File: src/rtl/bk_pkg.sv
// Shared definitions for the Brent-Kung operand stager.
// Holds the default operand width, the stager state encoding and the
// reference interleave helper that maps an operand pair onto the adder bus.
package bk_pkg;

    localparam int BK_WIDTH = 12;

    typedef enum logic [1:0] {
        IDLE   = 2'd0,
        SETTLE = 2'd1,
        HOLD   = 2'd2
    } bk_state_e;

    // Adder INPUTS layout: even bits carry operand A, odd bits carry operand B.
    function automatic logic [2*BK_WIDTH-1:0] bk_interleave_f(
        input logic [BK_WIDTH-1:0] a,
        input logic [BK_WIDTH-1:0] b
    );
        logic [2*BK_WIDTH-1:0] bus;
        bus = '0;
        for (int i = 0; i < BK_WIDTH; i++) begin
            bus[2*i]   = a[i];
            bus[2*i+1] = b[i];
        end
        return bus;
    endfunction

endpackage : bk_pkg

File: src/rtl/bk_interleave.sv
// Combinational packer from an operand pair onto the interleaved adder bus.
// Bit 2i of the bus carries a[i], bit 2i+1 carries b[i].
module bk_interleave
    import bk_pkg::*;
#(
    parameter int WIDTH = BK_WIDTH
) (
    input  logic [WIDTH-1:0]   a,
    input  logic [WIDTH-1:0]   b,
    output logic [2*WIDTH-1:0] bus
);

    // Scatter the two operands onto alternating bus lanes.
    always_comb begin
        bus = '0;
        for (int i = 0; i < WIDTH; i++) begin
            bus[2*i]   = a[i];
            bus[2*i+1] = b[i];
        end
    end

endmodule : bk_interleave

File: src/rtl/bk_operand_stager.sv
// Registered front/back end wrapped around an external combinational
// Brent-Kung adder. Operands arrive over valid/ready, are packed onto the
// adder's interleaved INPUTS bus, held for SETTLE_CYC cycles, and the
// adder's OUTS are then captured and offered downstream over valid/ready.
//
// Optional build macro: BK_STAGER_CHECK_EN
//   defined   - a shadow adder recomputes a+b from the captured operands and
//               any disagreement with add_outs at the sample cycle sets the
//               sticky mismatch_err flag (cleared only by rst).
//   undefined - mismatch_err is tied low and no shadow logic is built.
module bk_operand_stager
    import bk_pkg::*;
#(
    parameter int WIDTH      = BK_WIDTH,
    parameter int SETTLE_CYC = 1
) (
    input  logic               clk,
    input  logic               rst,
    input  logic               in_valid,
    output logic               in_ready,
    input  logic [WIDTH-1:0]   in_a,
    input  logic [WIDTH-1:0]   in_b,
    output logic [2*WIDTH-1:0] add_inputs,
    input  logic [WIDTH:0]     add_outs,
    output logic               out_valid,
    input  logic               out_ready,
    output logic [WIDTH:0]     out_sum,
    output logic               mismatch_err
);

    // Counter only needs to hold SETTLE_CYC; guard the width for illegal values
    // so the elaboration error below is the only complaint.
    localparam int               CNT_W    = (SETTLE_CYC < 1) ? 1 : $clog2(SETTLE_CYC + 1);
    localparam logic [CNT_W-1:0] CNT_LOAD = CNT_W'(SETTLE_CYC);
    localparam logic [CNT_W-1:0] CNT_ONE  = CNT_W'(1);

    generate
        if (SETTLE_CYC < 1) begin : g_bad_settle
            $error("bk_operand_stager: SETTLE_CYC must be at least 1");
        end
    endgenerate

    bk_state_e          state_q;
    bk_state_e          state_d;
    logic [CNT_W-1:0]   cnt_q;
    logic [CNT_W-1:0]   cnt_d;
    logic [2*WIDTH-1:0] add_inputs_q;
    logic [2*WIDTH-1:0] add_inputs_d;
    logic               out_valid_q;
    logic               out_valid_d;
    logic [WIDTH:0]     out_sum_q;
    logic [WIDTH:0]     out_sum_d;

    logic [2*WIDTH-1:0] packed_s;
    logic               in_ready_s;
    logic               accept_s;
    logic               sample_s;

    bk_interleave #(
        .WIDTH (WIDTH)
    ) u_pack (
        .a   (in_a),
        .b   (in_b),
        .bus (packed_s)
    );

    // Ready is open in IDLE, follows the consumer in HOLD, and is held low
    // during reset so nothing is accepted on a reset edge.
    always_comb begin
        in_ready_s = 1'b0;
        if (rst) begin
            in_ready_s = 1'b0;
        end else begin
            case (state_q)
                IDLE:    in_ready_s = 1'b1;
                HOLD:    in_ready_s = out_ready;
                default: in_ready_s = 1'b0;
            endcase
        end
    end

    assign accept_s = in_valid & in_ready_s;

    // The last settle cycle is the one in which add_outs is captured.
    assign sample_s = (state_q == SETTLE) && (cnt_q == CNT_ONE);

    // Next-state and datapath updates for the IDLE -> SETTLE -> HOLD sequence.
    always_comb begin
        state_d      = state_q;
        cnt_d        = cnt_q;
        add_inputs_d = add_inputs_q;
        out_valid_d  = out_valid_q;
        out_sum_d    = out_sum_q;
        case (state_q)
            IDLE: begin
                if (accept_s) begin
                    state_d      = SETTLE;
                    cnt_d        = CNT_LOAD;
                    add_inputs_d = packed_s;
                end else begin
                    state_d = IDLE;
                end
            end
            SETTLE: begin
                if (sample_s) begin
                    state_d     = HOLD;
                    cnt_d       = '0;
                    out_sum_d   = add_outs;
                    out_valid_d = 1'b1;
                end else begin
                    cnt_d = cnt_q - CNT_ONE;
                end
            end
            HOLD: begin
                if (out_ready) begin
                    // Result is consumed; a waiting operand pair is taken in
                    // the same cycle so back-to-back traffic has no bubble.
                    out_valid_d = 1'b0;
                    if (accept_s) begin
                        state_d      = SETTLE;
                        cnt_d        = CNT_LOAD;
                        add_inputs_d = packed_s;
                    end else begin
                        state_d = IDLE;
                    end
                end else begin
                    out_valid_d = 1'b1;
                end
            end
            default: begin
                state_d     = IDLE;
                cnt_d       = '0;
                out_valid_d = 1'b0;
            end
        endcase
    end

    // State, counter and all registered outputs of the stager.
    always_ff @(posedge clk) begin
        if (rst) begin
            state_q      <= IDLE;
            cnt_q        <= '0;
            add_inputs_q <= '0;
            out_valid_q  <= 1'b0;
            out_sum_q    <= '0;
        end else begin
            state_q      <= state_d;
            cnt_q        <= cnt_d;
            add_inputs_q <= add_inputs_d;
            out_valid_q  <= out_valid_d;
            out_sum_q    <= out_sum_d;
        end
    end

    assign in_ready   = in_ready_s;
    assign add_inputs = add_inputs_q;
    assign out_valid  = out_valid_q;
    assign out_sum    = out_sum_q;

`ifdef BK_STAGER_CHECK_EN
    logic [WIDTH-1:0] op_a_q;
    logic [WIDTH-1:0] op_a_d;
    logic [WIDTH-1:0] op_b_q;
    logic [WIDTH-1:0] op_b_d;
    logic [WIDTH:0]   shadow_sum_s;
    logic             mismatch_q;
    logic             mismatch_d;

    // Keep a plain copy of the accepted operands for the shadow adder.
    always_comb begin
        if (accept_s) begin
            op_a_d = in_a;
            op_b_d = in_b;
        end else begin
            op_a_d = op_a_q;
            op_b_d = op_b_q;
        end
    end

    assign shadow_sum_s = {1'b0, op_a_q} + {1'b0, op_b_q};

    // Flag any disagreement at the capture cycle; the flag never self-clears.
    always_comb begin
        if (sample_s && (shadow_sum_s != add_outs)) begin
            mismatch_d = 1'b1;
        end else begin
            mismatch_d = mismatch_q;
        end
    end

    // Shadow operand copy and sticky error flag.
    always_ff @(posedge clk) begin
        if (rst) begin
            op_a_q     <= '0;
            op_b_q     <= '0;
            mismatch_q <= 1'b0;
        end else begin
            op_a_q     <= op_a_d;
            op_b_q     <= op_b_d;
            mismatch_q <= mismatch_d;
        end
    end

    assign mismatch_err = mismatch_q;
`else
    assign mismatch_err = 1'b0;
`endif

endmodule : bk_operand_stager

File: config.mk
export PLATFORM = sky130hd
export DESIGN_NAME = bk_operand_stager
export DESIGN_NICKNAME = d
export VERILOG_FILES = /design/src/rtl/bk_pkg.sv /design/src/rtl/bk_interleave.sv /design/src/rtl/bk_operand_stager.sv
export SDC_FILE = /design/constraint.sdc
export NUM_CORES = 1
export LEC_CHECK = 0
export CAP_MARGIN = 0
export CELL_PAD_IN_SITES_DETAIL_PLACEMENT = 1
export CELL_PAD_IN_SITES_GLOBAL_PLACEMENT = 2
export CORE_ASPECT_RATIO = 0.7
export CORE_MARGIN = 2
export CORE_UTILIZATION = 21
export DETAILED_ROUTE_END_ITERATION = 8
export GPL_TIMING_DRIVEN = 1
export PLACE_DENSITY_LB_ADDON = 0.1
export SLEW_MARGIN = 20
export SYNTH_ARGS = -nofsm -noshare
export SYNTH_HDL_FRONTEND = slang
export SYNTH_SLANG_ARGS = --single-unit
File: constraint.sdc
create_clock -name clk -period 1.7 [get_ports clk]
set_input_delay 0.255 -clock clk [delete_from_list [all_inputs] [get_ports clk]]
set_output_delay 0.255 -clock clk [all_outputs]
set_load 0.01 [all_outputs]
==> impl_metrics.env, run 1 <==
export IMPL_syn2layout_area_growth_pct=66.47
export IMPL_synth_common_cells="a21oi_1, dfxtp_1, nand2_1"
export IMPL_synth_edff_count=0
export IMPL_synth_nets=248
export IMPL_antenna_found_initial=0
export IMPL_hold_path_end="add_inputs[6]"
export IMPL_maxCapViolCount=0
export IMPL_syn_area_um2=1660
export IMPL_grt_pass1_wl_um=8790
export IMPL_clock_path_buffers=2
export IMPL_critPathMaxFanout=4
export IMPL_yosysTopAreaCell="dfxtp_1"
export IMPL_fin_setup_tns_ps=0
export IMPL_antenna_cells=0
export IMPL_finalHoldViolations=0
export IMPL_path_class="reg -> out"
export IMPL_rsz0062_at_grt="no"
export IMPL_final_nets=333
export IMPL_rr_endpoint="state_q[0]"
export IMPL_vias=1722
export IMPL_gp_congestion=0.7736
export IMPL_critPathLaunch="state_q[1]"
export IMPL_post_route_util_pct=35.57
export IMPL_drc=0
export IMPL_r2r_setup_slack_ps=120
export IMPL_hold_path_class="in -> reg"
export IMPL_synth_area_per_cell_um2=8.179
export IMPL_clkLatencyLatePin_ps=280
export IMPL_cts_tree="yes"
export IMPL_synth_main_ff_cell="dfxtp_1"
export IMPL_hp_start="rst"
export IMPL_multi_input_area_um2=760.7
export IMPL_synth_top_cell_area_share_pct=49.43
export IMPL_antenna_left=0
export IMPL_wl_um=5530
export IMPL_placed_area_um2=2610
export IMPL_routedWlPerCell_um=14.25
export IMPL_async_reset_ff_share_pct=0
export IMPL_clockRootBuffer="clkbuf_16"
export IMPL_dieArea_um2=8645
export IMPL_numCtsBuffers=5
export IMPL_register_area_um2=823.3
export IMPL_yosysWarnings=0
export IMPL_die_y_um=78.40
export IMPL_io_pins=81
export IMPL_setup_viol=0
export IMPL_p_leak_nw=0.9647
export IMPL_yosys_top_cells_area="dfxtp_1, a21oi_1, o21ai_0"
export IMPL_power_per_cell_area_nw_per_um2=816.4
export IMPL_drive_above_1_share_pct=11.50
export IMPL_grt_overflow=0
export IMPL_ff2ff_path_depth=6
export IMPL_hold_depth=2
export IMPL_grt_max_degree=28
export IMPL_synth_seq_cells=41
export IMPL_path_clk_slew_ps=60
export IMPL_fin_crit_sh_pct=94.62
export IMPL_fin_crit_ps=1609
export IMPL_worst_ep_arrival_time_ps=1350
export IMPL_nFillCells=923
export IMPL_worstPathRequired_ps=1440
export IMPL_io_buffers=79
export IMPL_hpwl_um=4012
export IMPL_gr_usage_all_layers_pct=13.56
export IMPL_crit_path_start_kind="flip-flop"
export IMPL_cts_sinks=41
export IMPL_finalClockSkew_ps=2.172
export IMPL_start_util_pct=21.37
export IMPL_ys_seq_area_share_pct=49.43
export IMPL_dr_pass1_iters=4
export IMPL_syn_inst=203
export IMPL_max_freq_ghz=0.6217
export IMPL_drt_iter0_drc=41
export IMPL_core_area_um2=7770
export IMPL_final_cell_area_um2=2764
export IMPL_r2r_start="state_q[0]"
export IMPL_status="completed"
export IMPL_grt_pass1_vias=1747
export IMPL_drv_slew=0
export IMPL_ctsHtreeMaxLevel=2
export IMPL_vias_per_cell=4.438
export IMPL_synth_distinct_cells=26
export IMPL_die_x_um=110.3
export IMPL_peakVddDrop_mv=0.3129
export IMPL_critPathCaptureType="primary output"
export IMPL_row_count=27
## report_power, final
part           internal [mW]  switching [mW]  total (mW)  leakage, nW
Sequential             0.997          0.0201        1.02        0.334
Combinational          0.194           0.148       0.342        0.565
Clock                  0.525           0.373       0.898       0.0655
Total                   1.72           0.541        2.26        0.965
## cell families (layout without fill, tap and decap cells)
family	count (synthesis)	count (layout)	share of synthesized area, %
AO/OA/AOI/OAI	71	71	22.31
flip-flops	41	41	49.43
AND/OR/NAND/NOR	62	62	17.71
multiplexers	2	2	1.281
adder cells (fa/ha/maj)	4	4	3.014
other	1	1	0.2259
buffers and inverters	22	106	6.029
## repair_timing
item,CTS,global route
setup endpoints to repair,10,3
buffers inserted,0,1
hold buffers,0,0
resized for setup,4,4
pin swaps,0,1
gates cloned,0,0
## cells in the final DEF (no fill, tap or decap), types with 5 or more instances in the layout
cell type / n
buf_4: 16
o21ai_0: 26
dfxtp_1: 39
nand3_1: 24
clkdlybuf4s50_1: 77
inv_1: 5
clkbuf_16: 5
nand2_1: 27
a21oi_1: 40
## flip-flops by register name, summed over array words and instances (netlist names)
signal      cells
cnt_q           1
add_inputs     24
out_sum        13
state_q         2
out_valid       1
## through the flow
stage / hold slack (ps) / setup WS [ps] / power, mW / std cells
detailed placement: 450.1 / -165.0 / 1.384 / 381
CTS: 232.3 / 3.887 / 2.302 / 387
global route: 254.7 / 3.379 / 2.375 / 388
finish: 237.7 / 91.40 / 2.257 / 388
floorplan: 391.0 / 207.1 / 1.168 / 203
global placement: 442.8 / -165.4 / 1.384 / 381
## worst max-delay path, stage by stage, from the launching register on
cell           delay (ps)
dfxtp_2               350
inv_1                  60
ha_2                  180
a21oi_2               140
nor2_1                 60
dlygate4sd2_1         280
## metal layers
layer	GRT usage, %	wire length [um]	vias up
li1	-	-	866
met2	18.71	2272	43
met1	17.91	2673	805
met5	0	0	-
met3	6.977	505	8
met4	4.875	78	0
## how the worst max path moves through the flow
| stage | to | slack, ps | depth (start not counted) |
|---|---|---|---|
| after floorplan | add_inputs[10] | 210 | 6 |
| after global placement | in_ready | -170 | 4 |
| after detailed placement | in_ready | -160 | 4 |
| after CTS | in_ready | 4 | 5 |
| after global routing | add_inputs[21] | 3 | 7 |
| final | in_ready | 90 | 5 |
## layout make-up
cell class	instances	area share [%]
Clock buffer	5	4.527
Inverter	5	0.6790
Sequential cell	41	29.79
Multi-Input combinational cell	140	27.52
Clock inverter	1	0.1811
Tap cell	101	4.572
Timing Repair Buffer	95	32.73
Power figures use the tool's default switching activity.
==> run 2, diff against run 1 <==
HOLD_SLACK_MARGIN = 0.06   (was unset)
clock period = 1.8 ns   (was 1.7 ns; I/O delays follow)
==> run 2 against run 1 <==
Global-route usage decreased by 0.21 points. Sequential power decreased by 6%. Clock power increased by 17%. Total power increased by 3.2%. Clock skew is essentially flat. Setup slack improved by 28 ps. Critical path type unchanged. Combinational power shrank 7.3%. Die area is the same.
==> impl_metrics.env, run 2 (same netlist as run 1, synthesis figures left out) <==
export IMPL_status="completed"
export IMPL_internal_power_mw=1.814
export IMPL_grt_overflow=0
export IMPL_total_power_mw=2.328
export IMPL_dieArea_um2=8645
export IMPL_core_area_um2=7770
export IMPL_grt_max_degree=25
export IMPL_finalHoldViolations=0
export IMPL_crit_path_start_kind="flip-flop"
export IMPL_drive_above_1_share_pct=9.790
export IMPL_die_y_um=78.40
export IMPL_vias_per_cell=4.336
export IMPL_fin_crit_sh_pct=93.34
export IMPL_io_pins=81
export IMPL_wl_um=5500
export IMPL_hold_path_class="in -> reg"
export IMPL_peakVddDrop_mv=0.3309
export IMPL_path_class="reg -> out"
export IMPL_antenna_cells=0
export IMPL_r2r_setup_slack_ps=160
export IMPL_critical_path_max_stage_delay_ps=350
export IMPL_die_x_um=110.3
export IMPL_antenna_found_initial=0
export IMPL_drt_iter0_drc=25
export IMPL_fin_crit_ps=1680
export IMPL_numCtsBuffers=5
export IMPL_rsz0062_at_grt="no"
export IMPL_finalClockSkew_ps=2.192
export IMPL_cp_cell_sequence="inv_1 -> ha_1 -> a21oi_2 -> nor2_1 -> dlygate4sd2_1"
export IMPL_critPathMaxFanout=4
export IMPL_gp_congestion=0.7273
export IMPL_layout_commonest_cell="clkdlybuf4s50_1"
export IMPL_gr_usage_all_layers_pct=13.36
export IMPL_hpwl_um=3948
export IMPL_clock_path_buffers=2
export IMPL_grt_pass1_vias=1743
export IMPL_max_freq_ghz=0.5952
export IMPL_setup_viol=0
export IMPL_post_route_util_pct=35.73
export IMPL_drc=0
export IMPL_clkLatencyLatePin_ps=280
export IMPL_io_buffers=79
export IMPL_clockPowerShare_pct=45.1
export IMPL_crit_slowest_cell="dfxtp_2"
export IMPL_start_util_pct=21.37
export IMPL_finalWorstSetupSlack_ps=119.8
export IMPL_cts_tree="yes"
export IMPL_ff2ff_path_depth=6
export IMPL_worst_ep_arrival_time_ps=1410
export IMPL_largest_register_ff_count=24
export IMPL_dr_pass1_iters=4
export IMPL_clockRootBuffer="clkbuf_16"
export IMPL_worstPathRequired_ps=1530
export IMPL_path_buf_inv=2
export IMPL_routedWlPerCell_um=14.21
export IMPL_critPathCaptureType="primary output"
export IMPL_ctsHtreeMaxLevel=2
export IMPL_path_clk_slew_ps=60
export IMPL_vias=1678
export IMPL_combPwrFrac_pct=13.6
export IMPL_crit_family="flip-flops"
export IMPL_antenna_left=0
export IMPL_grt_pass1_wl_um=8811
export IMPL_final_cells=387
export IMPL_power_frac_seq_pct=41.3
export IMPL_critPathLaunch="state_q[0]"
export IMPL_layout_cells_most_common_list="clkdlybuf4s50_1, a21oi_1, dfxtp_1"
export IMPL_syn2layout_area_growth_pct=67.22
export IMPL_place_ws_ps=-73.35
export IMPL_rr_endpoint="state_q[0]"
export IMPL_p_sw_share_pct=22.08
export IMPL_p_leak_nw=0.9699
export IMPL_row_count=27
export IMPL_power_switching_mw=0.5140
export IMPL_r2r_start="state_q[0]"
export IMPL_maxCapViolCount=0
export IMPL_cts_sinks=41
export IMPL_critPathCapture="in_ready"
export IMPL_final_nets=330
export IMPL_drv_slew=0
export IMPL_critical_path_cell_count=5
export IMPL_power_per_cell_area_nw_per_um2=838.6
export IMPL_placedCellCount=379
==> run 2: cell type report <==
| type | count | area [um^2] |
|---|---|---|
| Fill cell | 933 | 4994 |
| Timing Repair Buffer | 92 | 882.1 |
| Sequential cell | 41 | 823.3 |
| Multi-Input combinational cell | 140 | 753.2 |
| Clock buffer | 7 | 142.6 |
| Tap cell | 101 | 126.4 |
| Clock inverter | 1 | 30.03 |
| Inverter | 5 | 18.77 |
==> run 2: layer usage <==
| metal | GRT usage [%] | up-vias | wire length (um) | share of wire [%] |
|---|---|---|---|---|
| met4 | 3.375 | 0 | 54 | 0.98 |
| met3 | 6.561 | 7 | 513 | 9.3 |
| met2 | 19.14 | 44 | 2287 | 42 |
| met1 | 17.80 | 766 | 2644 | 48 |
| li1 | - | 861 | - | - |
| met5 | 0 | - | 0 | 0 |
==> run 2: stage by stage <==
step	setup TNS (ps)	hold WS, ps	cell area, um^2
5_1_grt	0	285.9	2776
3_3_place_gp	-85.88	442.9	2595
6_report	0	262.8	2776
3_5_place_dp	-91.40	450.0	2595
2_1_floorplan	0	406.0	1660
4_1_cts	0	265.6	2773
==> run 2: power groups by stage <==
stage | Combinational, mW | Sequential (mW) | Clock, mW
after floorplan | 0.111 | 0.992 | 0
after global placement | 0.323 | 0.981 | 0
after detailed placement | 0.322 | 0.981 | 0
after CTS | 0.323 | 0.961 | 1.09
after global routing | 0.350 | 0.965 | 1.14
final | 0.317 | 0.961 | 1.05
==> run 2: worst min-delay path by stage <==
stage,start,slack (ps),end,cells past startpoint
after floorplan,add_outs[0],410,out_sum[0],2
after global placement,out_sum[8],440,out_sum[8],2
after detailed placement,out_sum[4],450,out_sum[4],2
after CTS,rst,270,add_inputs[11],2
after global routing,rst,290,add_inputs[6],2
final,rst,260,add_inputs[11],2
==> run 2: timing repair <==
action,CTS,global route
pin swaps,0,1
hold buffers,0,0
resized for setup,4,1
endpoints found under the setup margin,1,23
setup buffers,0,0
==> run 3, diff against run 2 <==
clock period = 1.76 ns   (was 1.8 ns; I/O delays follow)
==> run 3 against run 2 <==
Register-to-register slack barely moved. First-iteration DRC count rose by 92%. Cell count fell by 0.26%. Count of clock-buffer cells in the layout did not move. Combinational power rose by 4%. Clock power fell by 13%. Sequential share of layout area rose by 0.16 points. Total power fell by 4.4%. Highest routed layer unchanged.
==> impl_metrics.env, run 3 (same netlist as run 1, synthesis figures left out) <==
export IMPL_status="completed"
export IMPL_worstPathRequired_ps=1500
export IMPL_gr_usage_all_layers_pct=13.13
export IMPL_syn2layout_area_growth_pct=66.32
export IMPL_path_class="reg -> out"
export IMPL_power_switching_mw=0.5198
export IMPL_crit_family="flip-flops"
export IMPL_combPwrFrac_pct=14.8
export IMPL_grt_max_degree=26
export IMPL_ctsHtreeMaxLevel=2
export IMPL_path_clk_slew_ps=60
export IMPL_fin_setup_tns_ps=0
export IMPL_largest_register_ff_count=24
export IMPL_p_leak_nw=0.9580
export IMPL_io_buffers=79
export IMPL_max_freq_ghz=0.6033
export IMPL_vias_per_cell=4.427
export IMPL_finalHoldViolations=0
export IMPL_fin_crit_sh_pct=94.18
export IMPL_core_area_um2=7770
export IMPL_routedWlPerCell_um=14.35
export IMPL_critPathCaptureType="primary output"
export IMPL_multi_input_area_um2=755.7
export IMPL_fin_crit_ps=1658
export IMPL_p_sw_share_pct=23.34
export IMPL_path_buf_inv=2
export IMPL_layout_commonest_cell="clkdlybuf4s50_1"
export IMPL_cp_cell_sequence="inv_1 -> ha_1 -> a21oi_2 -> nor2_1 -> dlygate4sd2_1"
export IMPL_die_y_um=78.40
export IMPL_layout_cells_most_common_list="clkdlybuf4s50_1, a21oi_1, dfxtp_1"
export IMPL_worst_ep_arrival_time_ps=1390
export IMPL_row_count=27
export IMPL_dieArea_um2=8645
export IMPL_antenna_left=0
export IMPL_clockPowerShare_pct=41.1
export IMPL_drc=0
export IMPL_cts_tree="yes"
export IMPL_grt_pass1_vias=1759
export IMPL_numCtsBuffers=5
export IMPL_hpwl_um=3941
export IMPL_critPathMaxFanout=4
export IMPL_setup_viol=0
export IMPL_gp_congestion=0.7369
export IMPL_internal_power_mw=1.707
export IMPL_clkLatencyLatePin_ps=280
export IMPL_grt_overflow=0
export IMPL_clock_path_buffers=2
export IMPL_placed_area_um2=2608
export IMPL_vias=1709
export IMPL_io_pins=81
export IMPL_finalClockSkew_ps=1.282
export IMPL_final_cell_area_um2=2761
export IMPL_dr_pass1_iters=2
export IMPL_start_util_pct=21.37
export IMPL_clockRootBuffer="clkbuf_16"
export IMPL_nFillCells=923
export IMPL_final_cells=386
export IMPL_fin_hold_ws_ps=252.8
export IMPL_peakVddDrop_mv=0.3974
export IMPL_hold_path_class="in -> reg"
export IMPL_register_area_um2=823.3
export IMPL_post_cts_buffers=0
export IMPL_final_nets=330
export IMPL_grt_pass1_wl_um=8687
export IMPL_drive_above_1_share_pct=9.825
export IMPL_maxCapViolCount=0
export IMPL_rsz0062_at_grt="no"
export IMPL_cts_sinks=41
export IMPL_antenna_found_initial=0
export IMPL_power_per_cell_area_nw_per_um2=806.5
export IMPL_post_route_util_pct=35.54
export IMPL_wl_um=5538
export IMPL_crit_slowest_cell="dfxtp_2"
export IMPL_die_x_um=110.3
export IMPL_power_frac_seq_pct=44.1
export IMPL_critical_path_max_stage_delay_ps=350
export IMPL_drt_iter0_drc=48
export IMPL_drv_slew=0
export IMPL_crit_path_start_kind="flip-flop"
export IMPL_antenna_cells=0
export IMPL_placedCellCount=379
-- run 3: cell count changes in the layout (fill, tap and decap cells not counted), sizes merged --
cell / delta
bufinv: -1
-- run 3: layout make-up --
type / count / area share, %
Multi-Input combinational cell: 140 / 27.37
Clock buffer: 7 / 5.165
Sequential cell: 41 / 29.81
Tap cell: 101 / 4.576
Timing Repair Buffer: 92 / 32.40
Inverter: 5 / 0.6797
-- run 3: path summary, 6_finish.rpt --
| kind | start | cells past startpoint | slack, ps | to |
|---|---|---|---|---|
| worst max-delay path | state_q[0] | 5 | 100 | in_ready |
| worst min-delay path | rst | 2 | 250 | add_inputs[11] |
| worst max register to register | state_q[0] | 6 | 160 | state_q[0] |
| worst min register to register | out_sum[11] | 2 | 450 | out_sum[11] |
-- run 3: through the flow --
stage               setup slack [ps]  power, mW
floorplan                      267.1      1.128
global placement              -113.8      1.337
detailed placement            -120.3      1.337
CTS                            18.22      2.271
global route                   4.102      2.338
finish                         102.4      2.227
-- run 3: per-layer routing --
metal	global-route usage (%)	up-vias	part of all wire, %
met5	0	-	0
met4	3.375	0	0.94
met2	18.77	42	41
li1	-	858	-
met1	17.50	803	49
met3	6.478	6	9.4
-- run 3: power by group through the flow --
stage          registers, mW  clock network (mW)  logic, mW
2_1_floorplan           1.01                   0      0.113
3_3_place_gp            1.00                   0      0.334
3_5_place_dp            1.00                   0      0.333
4_1_cts                0.984               0.953      0.334
5_1_grt                0.988               0.990      0.361
6_report               0.983               0.914      0.330
-- run 3: repair_timing --
item | CTS | global route
cloned | 0 | 0
endpoints found under the setup margin | 6 | 25
gates resized for setup | 4 | 2
pin swaps | 0 | 1
hold buffers | 0 | 0
